==> config.mk <==
export PLATFORM = sky130hd
export DESIGN_NAME = des_batch_scheduler
export DESIGN_NICKNAME = d
export VERILOG_FILES = /design/src/rtl/des_batch_scheduler.sv
export SDC_FILE = /design/constraint.sdc
export NUM_CORES = 1
export LEC_CHECK = 0
export ABC_AREA = 1
export BUFFER_PORTS_ARGS = -buffer_cell sky130_fd_sc_hd__buf_2
export CORE_UTILIZATION = 50
export CTS_BUF_LIST = sky130_fd_sc_hd__clkbuf_4
export DETAILED_ROUTE_END_ITERATION = 7
export PLACE_DENSITY = 0.72
export SYNTH_ARGS = -nofsm -noshare
export SYNTH_HDL_FRONTEND = slang
export SYNTH_SLANG_ARGS = --single-unit
==> constraint.sdc <==
create_clock -name i_clk -period 3.33 [get_ports i_clk]
set_input_delay 0.1665 -clock i_clk [delete_from_list [all_inputs] [get_ports i_clk]]
set_output_delay 0.1665 -clock i_clk [all_outputs]
set_load 0.02 [all_outputs]
==> src/rtl/des_batch_scheduler.sv <==
// rtl/des_batch_scheduler.sv - Feeds LFSR plaintexts to a pipelined DES core
// and pairs each returning ciphertext with a regenerated plaintext.
module des_batch_scheduler #(
  parameter int CNT_W = 32
) (
  input  logic             i_clk,
  input  logic             i_rst_n,
  input  logic             i_start,
  input  logic [CNT_W-1:0] i_num_msgs,
  input  logic [63:0]      i_seed,
  output logic             o_des_start,
  output logic [63:0]      o_des_message,
  input  logic             i_des_output_valid,
  input  logic [63:0]      i_des_result,
  output logic             o_pair_valid,
  output logic [63:0]      o_pair_plaintext,
  output logic [63:0]      o_pair_ciphertext,
  output logic             o_busy,
  output logic             o_done,
  output logic             o_err
);

  typedef enum logic [1:0] {
    S_IDLE,
    S_ISSUE,
    S_DRAIN,
    S_FINISHED
  } state_t;

  state_t           r_state;
  logic [CNT_W-1:0] r_num;
  logic [CNT_W-1:0] r_issued;
  logic [CNT_W-1:0] r_received;
  logic [63:0]      r_issue_lfsr;
  logic [63:0]      r_check_lfsr;

  logic [63:0]      w_seed;
  logic             w_active;
  logic             w_rx_ok;
  logic             w_rx_last;

  function automatic logic [63:0] lfsr_step(input logic [63:0] s);
    return {s[62:0], s[63] ^ s[62] ^ s[60] ^ s[59]};
  endfunction

  // An all-zero state would lock the LFSR, so it is never loaded.
  assign w_seed    = (i_seed == 64'd0) ? 64'd1 : i_seed;
  assign w_active  = (r_state == S_ISSUE) || (r_state == S_DRAIN);
  assign w_rx_ok   = w_active && i_des_output_valid && (r_received != r_num);
  assign w_rx_last = w_rx_ok && ((r_received + CNT_W'(1)) == r_num);

  always_ff @(posedge i_clk) begin
    if (!i_rst_n) begin
      r_state           <= S_IDLE;
      r_num             <= '0;
      r_issued          <= '0;
      r_received        <= '0;
      r_issue_lfsr      <= '0;
      r_check_lfsr      <= '0;
      o_des_start       <= 1'b0;
      o_des_message     <= '0;
      o_pair_valid      <= 1'b0;
      o_pair_plaintext  <= '0;
      o_pair_ciphertext <= '0;
      o_busy            <= 1'b0;
      o_done            <= 1'b0;
      o_err             <= 1'b0;
    end else begin
      o_pair_valid <= 1'b0;
      case (r_state)
        S_IDLE, S_FINISHED: begin
          if (i_start) begin
            r_num        <= i_num_msgs;
            r_received   <= '0;
            r_check_lfsr <= w_seed;
            o_err        <= 1'b0;
            if (i_num_msgs == '0) begin
              r_state      <= S_FINISHED;
              r_issued     <= '0;
              r_issue_lfsr <= w_seed;
              o_des_start  <= 1'b0;
              o_busy       <= 1'b0;
              o_done       <= 1'b1;
            end else begin
              // The first message is launched on the accepting edge so that
              // des_start is a plain register rising one cycle after start.
              r_state       <= S_ISSUE;
              r_issued      <= CNT_W'(1);
              r_issue_lfsr  <= lfsr_step(w_seed);
              o_des_start   <= 1'b1;
              o_des_message <= w_seed;
              o_busy        <= 1'b1;
              o_done        <= 1'b0;
            end
          end else if (i_des_output_valid) begin
            o_err <= 1'b1;
          end
        end
        S_ISSUE, S_DRAIN: begin
          if (r_state == S_ISSUE) begin
            if (r_issued == r_num) begin
              o_des_start <= 1'b0;
              r_state     <= S_DRAIN;
            end else begin
              o_des_message <= r_issue_lfsr;
              r_issue_lfsr  <= lfsr_step(r_issue_lfsr);
              r_issued      <= r_issued + CNT_W'(1);
            end
          end
          if (w_rx_ok) begin
            o_pair_valid      <= 1'b1;
            o_pair_plaintext  <= r_check_lfsr;
            o_pair_ciphertext <= i_des_result;
            r_check_lfsr      <= lfsr_step(r_check_lfsr);
            r_received        <= r_received + CNT_W'(1);
          end else if (i_des_output_valid) begin
            o_err <= 1'b1;
          end
          if (w_rx_last) begin
            r_state     <= S_FINISHED;
            o_des_start <= 1'b0;
            o_busy      <= 1'b0;
            o_done      <= 1'b1;
          end
        end
        default: r_state <= S_IDLE;
      endcase
    end
  end

endmodule
# ---- Yosys cells after proc, flatten, opt, wreduce, memory -nomap -nowiden
# Index checks and enable logic that the tools add are counted.
dict set report totals {
  register_bits 423
  latch_bits 0
  mem_bits_rw 0
  rom_bits 0
  out_inout_bits 197
  word_cells 102
  memories 0
}
dict set report classes {
  add_sub_neg 2
  mul 0
  div_mod_pow 0
  order_cmp 0
  n_eq_ne 15
  n_shift 0
  n_mux 45
  n_bitwise 9
  reduce_logical 17
}
# operator count
set op_table {}
lappend op_table {{2-to-1 mux 64 bit} 11}
lappend op_table {{case mux 64 bit (2 select lines)} 3}
lappend op_table {{2-to-1 mux 32 bit} 5}
lappend op_table {{case mux 32 bit (2 select lines)} 2}
lappend op_table {{adder 32 x 1 -> 32 bit (second input constant)} 2}
lappend op_table {{equality test 32 bit} 2}
lappend op_table {{zero test 64 bit} 1}
lappend op_table {{zero test 32 bit} 1}
lappend op_table {{!= test 32 bit} 1}
lappend op_table {{2-to-1 mux 1 bit} 14}
lappend op_table {{!= test 2 bit (second input constant)} 7}
lappend op_table {{2-to-1 mux 2 bit} 5}
lappend op_table {{AND reduction 2 bit} 5}
lappend op_table {{bitwise XOR 1 bit} 9}
lappend op_table {{case mux 1 bit (2 select lines)} 4}
lappend op_table {{!= test 3 bit (second input constant)} 2}
lappend op_table {{AND reduction 3 bit} 2}
lappend op_table {{equality test 2 bit (second input constant)} 2}
lappend op_table {{case mux 2 bit (2 select lines)} 1}
lappend op_table {{AND reduction 4 bit} 1}
lappend op_table {{OR reduction 2 bit} 2}
lappend op_table {{logical AND 1 bit} 3}
lappend op_table {{equality test 2 x 1 -> 1 bit (second input constant)} 1}
lappend op_table {{zero test 2 bit} 1}
lappend op_table {{logical OR 1 bit} 1}

# ---- Longest topological paths before layout
dict set report logic_depth {
  word_depth 8
  mapped_depth 17
}

# ---- Worst setup path after synthesis
# Ideal clock, no wire load.
dict set report synth_path {
  kind {flip-flop to flip-flop}
  from {register r_state[0]}
  to {register r_issue_lfsr[36]}
  t_arrival_ps 1914
  setup_slack_ps 1301
  stages_incl_launch_ff 9
  n_path_buf 4
  synth_period_minus_slack_ps 2029
  path_cell_list {dfxtp_1 -> inv_1 -> ha_1 -> buf_2 -> clkbuf_1 -> clkbuf_1 -> clkbuf_1 -> o221ai_1 -> o21a_1}
}
dict set report synth_via {
  elab_chain_len 4
}
# element line_no
set synth_rtl {}
lappend synth_rtl {{from (decl)} 30} ;# state_t r_state;
lappend synth_rtl {{from (signal assigned)} 54} ;# r_state <= S_IDLE;
lappend synth_rtl {{from (signal assigned)} 78} ;# r_state <= S_FINISHED;
lappend synth_rtl {{from (signal assigned)} 87} ;# r_state <= S_ISSUE;
lappend synth_rtl {{equality test 2 x 1 -> 1 bit, or another cell as far along} {70, 100}}
lappend synth_rtl {{OR reduction 2 bit} 70} ;# case (r_state)
lappend synth_rtl {{!= test 2 bit (no source line)} -}
lappend synth_rtl {{AND reduction 3 bit (no source line)} -}
lappend synth_rtl {{to (signal assigned)} 80} ;# r_issue_lfsr <= w_seed;
lappend synth_rtl {{to (signal assigned)} 89} ;# r_issue_lfsr <= lfsr_step(w_seed);
lappend synth_rtl {{to (signal assigned)} 106} ;# r_issue_lfsr <= lfsr_step(r_issue_lfsr);
lappend synth_rtl {{to (decl)} 34} ;# logic [63:0] r_issue_lfsr;
# Several ways; a longest one is shown, not always the timed one.
# A chain may end at the register's enable or synchronous reset.

# ---- Worst setup path in the final report
dict set report layout_path {
  from {register r_received[1]}
  to {register o_pair_ciphertext[18]}
}
dict set report layout_via {
  elab_chain_len 3
}
# element line_no
set layout_rtl {}
lappend layout_rtl {{from (decl)} 33} ;# logic [CNT_W-1:0] r_received;
lappend layout_rtl {{from (signal assigned)} 115} ;# r_received <= r_received + CNT_W'(1);
lappend layout_rtl {{!= test 32 bit} 49} ;# assign w_rx_ok = w_active && i_des_output_valid && (r_received != r_num);
lappend layout_rtl {{logical AND 1 bit} 49}
lappend layout_rtl {{AND reduction 2 bit (no source line)} -}
lappend layout_rtl {{to (signal assigned)} 113} ;# o_pair_ciphertext <= i_des_result;
lappend layout_rtl {{to (decl)} 17} ;# output logic [63:0] o_pair_ciphertext,
# Every way passes these cells.

==> summary.txt <==
Die
  – Site Rows: 72
  – Floorplan die area: 40,700 um^2
  – Starting utilization of the core area: 51.1%
  – Core Region: 39,000 um^2
  – Die extent in y: 202 um
  – IO Count: 361
  – Width of the chip: 202 um

Synthesis
  – Post-synthesis xor/xnor area fraction: 3.99%
  – Fraction of synthesized area in multiplexers: 0%
  – Asr flop ratio synth: 0%
  – Most numerous cell in the Yosys netlist: sky130_fd_sc_hd__nand2_1
  – Number of enable-type register cells in the synthesized netlist: 0
  – Count of cell types in the netlist: 50
  – Syn avg cell area: 7.06 um^2
  – Yosys warnings: 0
  – Synthesized cell area: 19,900 um^2
  – Area share of the largest cell type after synthesis: 42.5%
  – Biggest area contributors in the synthesized netlist: sky130_fd_sc_hd__dfxtp_1, sky130_fd_sc_hd__o21ai_0, sky130_fd_sc_hd__nand2_1
  – Cell types with the highest counts after synthesis: sky130_fd_sc_hd__nand2_1, sky130_fd_sc_hd__dfxtp_1, sky130_fd_sc_hd__o21ai_0
  – Post-synthesis cell type with the largest combined area: sky130_fd_sc_hd__dfxtp_1
  – Total of flip-flops plus latches after synthesis: 423
  – Sequential share of the synthesized area: 42.5%
  – Dominant register cell in the synthesized netlist: sky130_fd_sc_hd__dfxtp_1
  – Main combinational cell family by area after synthesis: simple AND/OR/NAND/NOR gates
  – Instance count of the mapped netlist: 2,824
  – Fraction of the mapped netlist area in compound gates: 20.9%
  – Number of nets produced by synthesis: 2,992
  – Share of synthesized cell area in full adder, half adder and majority cells: 0.251%
  – Simple-gate portion of the synthesized area: 23.0%

Critical path
  – Data arrival time of the critical path: 3.89 ns
  – Data required time at the worst endpoint: 4.09 ns
  – Depth of the most critical reg-to-reg path: 12
  – Critical-path cell with the highest stage delay: sky130_fd_sc_hd__dlygate4sd3_1
  – Startpoint of the worst register-to-register path: r_received[1]
  – Max stage delay on crit path: 0.66 ns
  – Cell family with the largest share of critical-path delay: buffers and inverters
  – Critical register-to-register path endpoint: o_pair_ciphertext[18]
  – Reg-to-reg slack, setup: 0.20 ns
  – Kind of capture point of the worst setup path: flop
  – Worst-path maximum fanout: 65
  – Combined buffer and inverter count along the critical path: 3
  – Cells along the critical path: inv_1 -> nand2_1 -> nand3_1 -> nor2_1 -> nand2_1 -> nor2_1 -> nand2_1 -> nand2_2 -> buf_4 -> o21ai_0 -> dlygate4sd3_1 -> nor2_1
  – Setup Crit Path Kind: flop to flop
  – Element type at the critical path start: flop
  – Launching instance or port of the critical path: r_received[1]

STA
  – Setup tns final: 0 ns
  – Actual transition at the worst max-transition pin: 0.854 ns
  – Fin. max-slew vios: 0
  – Endpoints failing setup: 0
  – Fmax: 0.320 GHz
  – Hold slack: 0.140 ns
  – Number of hold violations in the final report: 0
  – Max transition margin: 43.1%
  – Crit share post-route: 93.9%
  – RSZ-0062 raised after global routing: false
  – Layout Skew: 0.0428 ns
  – Time the final worst path needs with I/O delays and setup: 3.13 ns

Clock tree
  – Clock tree from TritonCTS: built
  – Root buf cell: sky130_fd_sc_hd__clkbuf_4
  – Post-CTS setup-driven buffer insertion count: 0
  – Maximum number of buffers from clock root to sink: 3
  – Number of clock sinks: 423
  – Worst skew pair latency: 0.82 ns
  – Number of H-tree branching levels: 3
  – Clock transition at the registers of the reported paths: 0.07 ns
  – Number of buffers created by CTS: 110

Pwr
  – LEAKAGE: 10.9 nW
  – IR Drop Worst-Case VDD: 0.400 mV
  – Areal power density over the cells: 630 nW/um^2

Detailed routing
  – Vias/cell: 5.43
  – Vias after detailed routing: 21,721
  – Sum of routed wire length over all layers: 68,500 um
  – Wirelength per Cell: 17.1 um
  – Detailed Routing Iterations Pass 1: 7
  – Final routed DRC violation total: 0
  – Final antenna-violating net count: 0
  – Iteration-0 DRC Markers: 1,768

Min path
  – Hold Path Sink: o_pair_ciphertext[3]
  – HP Start: i_des_result[3]
  – Hold Path Class: primary input to flop
  – Cell depth of the worst hold path: 4

GRT
  – Overall global routing resource usage: 32.8%
  – Met3 track demand over resource: 7.66%
  – Maximum number of pins on one net before global-route repair: 204
  – First-pass GRT wire length: 108,000 um
  – Remaining global-route overflow: 0
  – Met2 track utilization from global routing: 54.4%
  – Number of global-route vias before repair: 20,728
  – Met1 Usage GRT: 40.5%
  – Antenna violations before repair: 2
  – Most crowded layer after global routing: met2

Finish
  – Number of filler cells placed in the layout: 3,413
  – Fraction of final layout cells sized beyond drive strength 1: 17.5%
  – Post-layout net count: 3,559
  – Layout area overhead: 28.7%
  – FF/Latch Area: 8470 um^2
  – Total area of multi-input combinational cells: 9630 um^2

Run
  – Maximum capacitance violations: 0

Placed design
  – IO buf count: 360
  – Detailed placer's ending HPWL: 43,600 um
  – RD Place Congestion: 0.980

Run status
  – Result of the run: completed
-- cell usage in the layout (no fill, tap or decap), drive strengths merged --
master / instances
clkbuf: 138
o221a: 1
o21bai: 4
o211ai: 1
buf: 390
nor3b: 1
o21ai: 390
a31oi: 25
a2bb2oi: 1
or2: 51
clkinv: 60
nor2: 369
bufinv: 2
nand4: 50
nand3b: 12
diode: 2
nor4: 29
o31ai: 3
clkinvlp: 1
a221oi: 1
o21a: 12
nand2: 478
o31a: 4
a21oi: 288
ha: 4
nor3: 33
dlygate4sd3: 232
a21o: 1
dfxtp: 423
a211oi: 36
inv: 291
xnor2: 56
a22oi: 1
and2: 1
a31o: 7
xor2: 34
o221ai: 6
nand3: 43
-- sequential cells by signal, indices dropped and copies added (netlist names) --
signal	count
r_issued	32
o_busy	1
r_issue_lfsr	64
o_des_message	64
o_des_start	1
o_pair_plaintext	64
r_num	32
o_pair_valid	1
o_err	1
r_received	32
r_state	2
r_check_lfsr	64
o_done	1
o_pair_ciphertext	64
-- worst max path at each step --
stage                                  to  slack [ns]  cells past startpoint
CTS                      r_issue_lfsr[51]        0.04                     10
global placement              r_issued[0]        0.54                      8
detailed placement            r_issued[0]        0.46                      8
global route             r_issue_lfsr[63]        0.12                     11
finish              o_pair_ciphertext[18]        0.20                     12
floorplan                r_issue_lfsr[36]        1.30                      8
-- where the power goes --
group | switching (mW) | total [mW] | internal, mW
sequential | 0.570 | 6.55 | 5.98
combinational | 3.46 | 5.21 | 1.76
clock | 2.27 | 4.41 | 2.13
-- per-layer routing --
metal,wire length [um],part of all wire (%),vias to the layer above
li1,-,-,10497
met1,28400,41,10071
met2,32000,47,990
met3,5920,8.6,163
met4,2220,3.2,0
met5,0,0,-
-- cell type report --
type,instances,share of cell area (%)
well taps,518,2.53
inverters,292,4.30
repair buffers,622,17.3
flip-flops and latches,423,33.0
diodes,2,0.0195
multi-input cells,1942,37.5
clock buffers,138,4.04
clock inverters,62,1.23
-- per-stage QoR --
step / std cells / power, mW / cell area (um^2) / util, % / setup slack (ns)
5_1_grt: 3999 / 17.2 / 25700 / 65.8 / 0.124
3_5_place_dp: 3564 / 11.4 / 22000 / 56.3 / 0.455
6_report: 3999 / 16.2 / 25700 / 65.8 / 0.204
4_1_cts: 3996 / 16.1 / 25600 / 65.7 / 0.0437
2_1_floorplan: 2824 / 9.89 / 19900 / - / 1.30
3_3_place_gp: 3564 / 11.3 / 22000 / 56.3 / 0.540
-- tightest hold or removal path, cell delays in order --
cell	delay [ns]
sky130_fd_sc_hd__dlygate4sd3_1	0.52
sky130_fd_sc_hd__buf_2	0.09
sky130_fd_sc_hd__o21ai_0	0.07
sky130_fd_sc_hd__nor2_1	0.07
-- cell families (layout without fill, tap and decap cells) --
| group | after synthesis | count (layout) |
|---|---|---|
| AOI/OAI and AO/OA | 781 | 781 |
| DFF | 423 | 423 |
| buffers and inverters | 460 | 1114 |
| other | 0 | 2 |
| adders and majority gates | 4 | 4 |
| xor gates and xnor gates | 90 | 90 |
| and+or+nand+nor | 1066 | 1067 |
-- repair_timing --
item / 4_1_cts / 5_1_grt
hold buffers: 232 / 0
endpoints found under the setup margin: 0 / 2
hold endpoints to repair: 289 / 0
gates resized for setup: 0 / 2
(Power assumes the default switching activity.)
